<file path="src/rtl/lives_manager.sv">
// rtl/lives_manager.sv - player lives counter with hit invulnerability window and heart blink mask
module lives_manager #(
  parameter int MAX_LIVES     = 3,
  parameter int INVULN_FRAMES = 60,
  parameter int BLINK_FRAMES  = 8
) (
  input  logic       clk,
  input  logic       reset,
  input  logic       frame_tick,
  input  logic       collision,
  input  logic       restart,
  output logic [1:0] lives,
  output logic [2:0] heart_on,
  output logic       blink_on,
  output logic       hit_pulse,
  output logic       game_over
);

  typedef enum logic [1:0] {
    ALIVE     = 2'd0,
    INVULN    = 2'd1,
    GAME_OVER = 2'd2
  } state_t;

  localparam logic [1:0] LIVES_INIT = 2'(MAX_LIVES);
  localparam logic [7:0] INV_LOAD   = 8'(INVULN_FRAMES);
  localparam logic [7:0] BLINK_LAST = 8'(BLINK_FRAMES - 1);

  state_t     state;
  logic       col_q;
  logic [7:0] inv_cnt;
  logic [7:0] blink_cnt;
  logic       phase;
  logic       hit_edge;

  // A held collision only counts on its first cycle.
  assign hit_edge = collision & ~col_q;

  // Hearts below the life count are lit; while blinking, the heart just lost shows the blink phase.
  function automatic logic [2:0] heart_mask(input logic [1:0] n, input logic show_lost,
                                            input logic ph);
    logic [2:0] m;
    m = 3'b000;
    for (int i = 0; i < 3; i++) begin
      m[i] = (i < MAX_LIVES) && ((2'(i) < n) || (show_lost && (2'(i) == n) && ph));
    end
    return m;
  endfunction

  // Lives FSM; every output is a register updated alongside the state.
  always_ff @(posedge clk) begin
    if (!reset) begin
      state     <= ALIVE;
      col_q     <= 1'b0;
      inv_cnt   <= 8'd0;
      blink_cnt <= 8'd0;
      phase     <= 1'b0;
      lives     <= LIVES_INIT;
      heart_on  <= heart_mask(LIVES_INIT, 1'b0, 1'b0);
      blink_on  <= 1'b0;
      hit_pulse <= 1'b0;
      game_over <= 1'b0;
    end else begin
      col_q     <= collision;
      hit_pulse <= 1'b0;
      if (restart) begin
        state     <= ALIVE;
        inv_cnt   <= 8'd0;
        blink_cnt <= 8'd0;
        phase     <= 1'b0;
        lives     <= LIVES_INIT;
        heart_on  <= heart_mask(LIVES_INIT, 1'b0, 1'b0);
        blink_on  <= 1'b0;
        game_over <= 1'b0;
      end else begin
        case (state)
          ALIVE: begin
            if (hit_edge) begin
              hit_pulse <= 1'b1;
              lives     <= lives - 2'd1;
              if (lives == 2'd1) begin
                state     <= GAME_OVER;
                game_over <= 1'b1;
                heart_on  <= 3'b000;
                blink_on  <= 1'b0;
              end else begin
                state     <= INVULN;
                inv_cnt   <= INV_LOAD;
                blink_cnt <= 8'd0;
                phase     <= 1'b0;
                blink_on  <= 1'b1;
                heart_on  <= heart_mask(lives - 2'd1, 1'b1, 1'b0);
              end
            end
          end
          INVULN: begin
            if (frame_tick) begin
              if (inv_cnt == 8'd1) begin
                state     <= ALIVE;
                inv_cnt   <= 8'd0;
                blink_cnt <= 8'd0;
                phase     <= 1'b0;
                blink_on  <= 1'b0;
                heart_on  <= heart_mask(lives, 1'b0, 1'b0);
              end else begin
                inv_cnt <= inv_cnt - 8'd1;
                if (blink_cnt == BLINK_LAST) begin
                  blink_cnt <= 8'd0;
                  phase     <= ~phase;
                  heart_on  <= heart_mask(lives, 1'b1, ~phase);
                end else begin
                  blink_cnt <= blink_cnt + 8'd1;
                end
              end
            end
          end
          GAME_OVER: begin
            game_over <= 1'b1;
          end
          default: begin
            state <= ALIVE;
          end
        endcase
      end
    end
  end

endmodule

</file>
<file path="config.mk">
export PLATFORM = sky130hd
export DESIGN_NAME = lives_manager
export DESIGN_NICKNAME = d
export VERILOG_FILES = /design/src/rtl/lives_manager.sv
export SDC_FILE = /design/constraint.sdc
export NUM_CORES = 1
export LEC_CHECK = 0
export BUFFER_PORTS_ARGS = -buffer_cell sky130_fd_sc_hd__buf_2
export CAP_MARGIN = 0
export CORE_MARGIN = 5
export CORE_UTILIZATION = 63
export DETAILED_ROUTE_END_ITERATION = 7
export PLACE_DENSITY = 0.94
export SKIP_CTS_REPAIR_TIMING = 1
export SYNTH_ARGS = -nofsm -noshare
export SYNTH_HDL_FRONTEND = slang
export SYNTH_SLANG_ARGS = --single-unit
</file>
<file path="constraint.sdc">
create_clock -name clk -period 3.3 [get_ports clk]
set_input_delay 0.33 -clock clk [delete_from_list [all_inputs] [get_ports clk]]
set_output_delay 0.33 -clock clk [all_outputs]
set_load 0.02 [all_outputs]
</file>
[Word-level counts from Yosys, hierarchy flattened]
Index checks and enable logic that the tools add are counted.
Storage, ports and cells
  memories: 0
  input bits: 5
  bits in writable memories: 0
  register bits: 28
  bits in latches: 0
  output and inout bits: 8
  bits in read-only memories: 0
Cells by class
  eq/ne operators: 13
  bitwise operators: 6
  magnitude comparators: 6
  div/mod/pow operators: 0
  add/sub/neg operators: 3
  multiplexer cells: 37
  shifts and indexed selects: 0
  reduce and logical (&&, ||, !) cells: 19
  multipliers: 0
Operators by type and width (count)
  $mux W8: 9
  $pmux W8 S2: 2
  $reduce_and A4 Y1: 4
  $mux W3: 5
  $mux W1: 12
  $ne A2 B2 Y1 const B: 5
  $add A8 B1 Y8 const B: 1
  $eq A8 B1 Y1 const B: 1
  $eq A8 B3 Y1 const B: 1
  $lt A1 B2 Y1 const A: 4
  $mux W2: 4
  $sub A8 B1 Y8 const B: 1
  $pmux W1 S2: 3
  $pmux W2 S3: 1
  $pmux W3 S2: 1
  $not A1 Y1: 5
  $reduce_and A5 Y1: 1
  $eq A2 B1 Y1 const B: 2
  $logic_not A2 Y1: 2
  $lt A2 B2 Y1 const A: 2
  $reduce_bool A2 Y1: 2
  $logic_and A1 B1 Y1: 3
  $logic_or A1 B1 Y1: 3
  $ne A3 B3 Y1 const B: 1
  9 further kinds: 9

[Logic depth before layout (Yosys ltp)]
Gate-level depths: netlist (run 1).
  depth in word-level cells: 7
  mapped depth: 7

[Worst setup path before layout (run 1)]
OpenSTA, ideal clock, no wires.
  path kind: flip-flop to flip-flop
  start point: reg lives[1]
  end point: reg blink_cnt[2]
  library setup time: 0.117 ns
  arrival: 2.035 ns
  setup slack: 1.147 ns
  stages on the path, launching flop included: 8
  path through: dfxtp_1 > inv_1 > ha_1 > or4b_4 > a21oi_2 > buf_4 > o21ai_1 > a32o_1
On the way
  cells in the longest elaborated chain, start to end: 3
RTL lines
  start: declaration: line 12  | output logic [1:0] lives,
  start signal: assignment: line 80  | lives <= lives - 2'd1;
  $eq A2 B1 Y1: line 81  | if (lives == 2'd1) begin
  $ne A2 B2 Y1 (no source line)
  $reduce_and A4 Y1 (no source line)
  end signal: assignment: line 112  | blink_cnt <= blink_cnt + 8'd1;
  end: declaration: line 32  | logic [7:0] blink_cnt;
No other way between the ends.
A chain may end at the register's enable or synchronous reset.

[Final worst setup path (run 1)]
  start point: reg lives[1]
  end point: reg blink_cnt[7]
The elaborated chain is that of the path after synthesis.

==> results of run 1 <==
==> layout by cell type (no fill, tap or decap), types with 3 or more instances in the layout <==
master	count
mux2i_1	4
or3_1	3
inv_1	9
nor3_1	4
a21oi_1	8
clkbuf_4	3
nor2_1	9
and3_1	3
buf_2	12
a21o_1	4
nand3_1	7
o21ai_0	7
nor3b_1	3
dfxtp_1	28
nand4_1	3
a31oi_1	7
ha_1	9
nand2b_1	3
a32o_1	3
nor2b_1	4
nand2_1	17
==> registers in the layout, indices dropped and copies added (netlist names) <==
signal and count:
state 2, lives 2, phase 1, heart_on 3
hit_pulse 1, blink_on 1, blink_cnt 8, game_over 1
col_q 1, inv_cnt 8
==> cell type report <==
cell class | count | share of cell area
clock buffers | 3 | 0.0133
flip-flops and latches | 28 | 0.331
inverters | 9 | 0.0200
repair buffers | 13 | 0.0399
well taps | 30 | 0.0222
multi-input cells | 137 | 0.555
clock inverters | 1 | 0.0178
==> cell families (layout without fill, tap and decap cells) <==
logic type,Yosys count,after routing,share of synthesized area
AO/OA/AOI/OAI,53,53,0.241
XOR/XNOR,1,1,0.00555
adder cells (fa/ha/maj),9,9,0.0714
buffers and inverters,17,26,0.0492
flip-flops,28,28,0.355
multiplexers,4,4,0.0254
AND/OR/NAND/NOR,70,70,0.252
==> worst max path at each step <==
stage                              end  slack [ps]  cells after the start
after CTS                 blink_cnt[7]         900                      6
after floorplan           blink_cnt[2]        1150                      7
after global routing      blink_cnt[7]         680                      6
final                     blink_cnt[7]         850                      6
after global placement      inv_cnt[7]        1040                      6
after detailed placement  blink_cnt[7]         910                      6
==> worst reg2reg max path, delay by kind of cell, from the launching register on <==
family / cells / cell delay (ps)
AO/OA/AOI/OAI: 3 / 940
flip-flops: 1 / 460
buffers and inverters: 1 / 150
AND/OR/NAND/NOR: 1 / 560
adder cells (fa/ha/maj): 1 / 260
==> metal layers <==
| layer | routed length (microns) | global-route usage |
|---|---|---|
| met3 | 242 | 0.0475 |
| met1 | 1520 | 0.235 |
| met5 | 0 | 0 |
| met2 | 1910 | 0.392 |
| met4 | 68 | 0.101 |
==> stage by stage <==
step,power (uW),setup slack (ps),cells
final,685,855,221
after global routing,713,681,221
after CTS,685,904,221
after floorplan,440,1150,182
after detailed placement,462,913,217
after global placement,456,1040,217
==> power breakdown <==
group          switching, uW  total, uW  internal, uW
Combinational           66.1        103          36.9
Sequential              8.88        355           347
Clock                    104        227           123
Total                    179        685           506
==> flow_summary.ini, run 1 <==
[global_routing]
grt_use_total = 0.216
grt_pass1_wl_microns = 5910
grt_antenna_before_repair = 0
grt_pass1_vias = 1425
grt_max_degree = 20
grt-ovfl-total = 0

[route]
drtIter0Drc = 81
vias = 1485
routed_via_density = 6.72
antenna_left = 0
wl_per_cell_microns = 16.9
remaining_drc_errors = 0
wl_microns = 3740
drt_first_pass_iters = 4

[sta]
fin_crit_ps = 2450
final.setup.tns_ps = 0
fin_skew_ps = 5.13
finalHoldViolations = 0
finalCritPeriodShare = 0.741
setup_viol = 0
slew_headroom = 0.473
whs_ps = 220
fmax_ghz = 0.409
tightest_slew_ps = 784
slew_violations = 0
rsz0062_at_grt = no

[logic_synthesis]
synth_seq_cells = 28
synth_common_cells = dfxtp_1, nand2_1, ha_1, inv_1, nor2_1
yosysMostFrequentCell = dfxtp_1
yosys.area.top_type = dfxtp_1
synth_top_area_share = 0.355
seq_area_frac_synth = 0.355
syn_inst = 182
synth_warnings = 0
synthDistinctLibCells = 57
synth_edf_count = 0
async_flop_share = 0
syn_nets = 196
synthTopCellsByArea = dfxtp_1, ha_1, nand2_1
syn-cell-area_sq_um = 1580
ys.flop_type = dfxtp_1
syn_avg_cell_area_sq_um = 8.67

[setup_path]
rr_worst_depth = 6
worst-path-buf-inv = 1
cp_slowest_stage_delay_ps = 560
timing.critical_path.from = lives[1]
r2r-end = blink_cnt[7]
reg2reg_slack_ps = 850
reg2reg_from = lives[1]
cp_top_family = compound AO/OA/AOI/OAI gates
crit_path_cell_trace = inv_1 > ha_1 > or4b_4 > a21oi_2 > a41oi_1 > a311oi_1
cp-end-kind = flip-flop
start_kind = flip-flop
critPathSlowestCell = or4b_4
worstPathArrival_ps = 2690
worstSetupPathType = reg2reg
cp.required_ps = 3550
crit_fanout = 13

[place]
io_buffers = 12
placed_area_sq_um = 1640
gp_congestion = 0.890
hpwlAfterDp_microns = 2670

[die]
die_h_microns = 60.0
die_area_sq_um = 3610
std_cell_rows = 18
start_util = 0.649
design.core.area_sq_um = 2430
fp.dieW_microns = 60.0
io_pins = 13

[clock_tree]
htreeDepth = 1
root_buffer = clkbuf_4
cts_sinks = 28
clk_latency_ps = 330
numCtsBuffers = 3
cts.path.max_buffers = 2
cts_tree = built
clk_pin_slew_ps = 150

[cells_and_area]
diodes = 0
nets = 206
fin_area_sq_um = 1690
multi_input_area_sq_um = 940
final-seq-area_sq_um = 561
fin_util = 0.695
drive_gt1_frac = 0.126
fill_cells = 187
syn2layout_area_growth_pct = 7.22

[min_path]
hold_start = reset
hold_class = in2reg
worstHoldEndpoint = col_q
hold_depth = 2

[run]
maxCapViolCount = 0

[power]
p_per_area_nw_per_um2 = 405
power.leakage_uw = 0.000647
max-vdd-ir-drop_mv = 0.381

[run_status]
outcome = finished clean
No activity file was read; power rests on OpenSTA's default activity.
==> run 2: changes to the inputs <==
--- a/config.mk
+++ b/config.mk
@@ -8,9 +8,9 @@
 export BUFFER_PORTS_ARGS = -buffer_cell sky130_fd_sc_hd__buf_2
 export CAP_MARGIN = 0
 export CORE_MARGIN = 5
-export CORE_UTILIZATION = 63
+export CORE_UTILIZATION = 58
 export DETAILED_ROUTE_END_ITERATION = 7
-export PLACE_DENSITY = 0.94
+export PLACE_DENSITY = 0.89
 export SKIP_CTS_REPAIR_TIMING = 1
 export SYNTH_ARGS = -nofsm -noshare
 export SYNTH_HDL_FRONTEND = slang
==> constraint.sdc (replaced) <==
create_clock -name clk -period 2.46 [get_ports clk]
set_input_delay 0.246 -clock clk [delete_from_list [all_inputs] [get_ports clk]]
set_output_delay 0.246 -clock clk [all_outputs]
set_load 0.02 [all_outputs]
==> flow_summary.ini, run 2 (synthesized netlist as in run 1, its figures left out) <==
[sta]
slew_headroom = 0.490
finalCritPeriodShare = 0.941
finalHoldViolations = 0
final.setup.tns_ps = 0
setup_viol = 0
fin_skew_ps = 11.8
slew_violations = 0
tightest_slew_ps = 765
fin_crit_ps = 2310
fmax_ghz = 0.432
rsz0062_at_grt = no
whs_ps = 142

[global_routing]
grt_pass1_wl_microns = 6550
grt_antenna_before_repair = 0
grt-ovfl-total = 0
grt_use_total = 0.198
grt_max_degree = 20
grt_pass1_vias = 1398

[min_path]
hold_class = in2reg
hold_depth = 2

[route]
routed_via_density = 6.62
vias = 1495
antenna_left = 0
drt_first_pass_iters = 4
drtIter0Drc = 142
wl_per_cell_microns = 17.0
remaining_drc_errors = 0
wl_microns = 3830

[setup_path]
cp.required_ps = 2760
cp-end-kind = flip-flop
start_kind = flip-flop
reg2reg_slack_ps = 150
crit_fanout = 13
worstSetupPathType = reg2reg
worstPathArrival_ps = 2610
rr_worst_depth = 6

[cells_and_area]
reg.largest.list = blink_cnt x8, inv_cnt x8, heart_on x3
layout_commonest_cell = dfxtp_1
drive_gt1_frac = 0.144
nets = 210
final_cell_count_no_fill = 226
diodes = 0
syn2layout_area_growth_pct = 9.67
layout_common_cells = dfxtp_1, nand2_1, buf_2
fin_util = 0.644

[clock_tree]
clk_pin_slew_ps = 160
cts.path.max_buffers = 2
cts_tree = built
htreeDepth = 1
clk_latency_ps = 340
cts_sinks = 28
numCtsBuffers = 3
root_buffer = clkbuf_4

[die]
die_area_sq_um = 3860
fp.dieW_microns = 62.2
design.core.area_sq_um = 2690
start_util = 0.587
die_h_microns = 62.2
std_cell_rows = 19
io_pins = 13

[place]
placed_cells = 222
io_buffers = 12
hpwlAfterDp_microns = 2690
gp_congestion = 0.870

[power]
power.leakage_uw = 0.000668
max-vdd-ir-drop_mv = 0.411
p_per_area_nw_per_um2 = 537

[run_status]
outcome = finished clean

[run]
maxCapViolCount = 0
run 2: cell types whose count changed in the layout (fill, tap and decap cells not counted), sizes merged:
cell / change
buf: +4
run 2: critical path, stage by stage (launching register included):
cell and delay [ps]:
dfxtp_1 450, inv_1 140, ha_1 260, or4b_4 570
a21o_1 340, nor2_1 340, a32o_1 180
run 2: per-layer routing:
| layer | vias to the layer above | wire length [microns] | share of wire | track usage |
|---|---|---|---|---|
| met2 | 54 | 1940 | 0.51 | 0.319 |
| met4 | 0 | 41 | 0.011 | 0.0678 |
| met3 | 6 | 185 | 0.048 | 0.0306 |
| met5 | - | 0 | 0 | 0 |
| li1 | 703 | - | - | - |
| met1 | 732 | 1660 | 0.43 | 0.266 |
run 2: report_power, final:
part / switching [uW] / total [uW] / internal, uW
sequential: 12.1 / 477 / 465
clock: 142 / 307 / 165
combinational: 89.2 / 145 / 55.7
run 2: metrics by stage:
stage / cell area (sq um) / total power (uW) / worst slack (ps)
4_1_cts: 1720 / 924 / 186
6_report: 1730 / 929 / 146
3_3_place_gp: 1670 / 619 / 323
5_1_grt: 1730 / 970 / 6.20
3_5_place_dp: 1670 / 626 / 199
2_1_floorplan: 1580 / 590 / 307
run 2: area by class of cell:
cell class                 count  area (sq um)
clock buffer                   3          22.5
clock inverter                 1          30.0
fill                         214           956
inverter                       9          33.8
multi-input combinational    137           947
sequential                    28           561
tap                           31          38.8
timing repair buffer          17          97.6
run 2: worst paths after layout:
| check | from | endpoint |
|---|---|---|
| setup reg to reg | lives[1] | blink_cnt[4] |
| hold reg to reg | inv_cnt[0] | inv_cnt[0] |
| setup / recovery | lives[1] | blink_cnt[4] |
| hold / removal | reset | col_q |
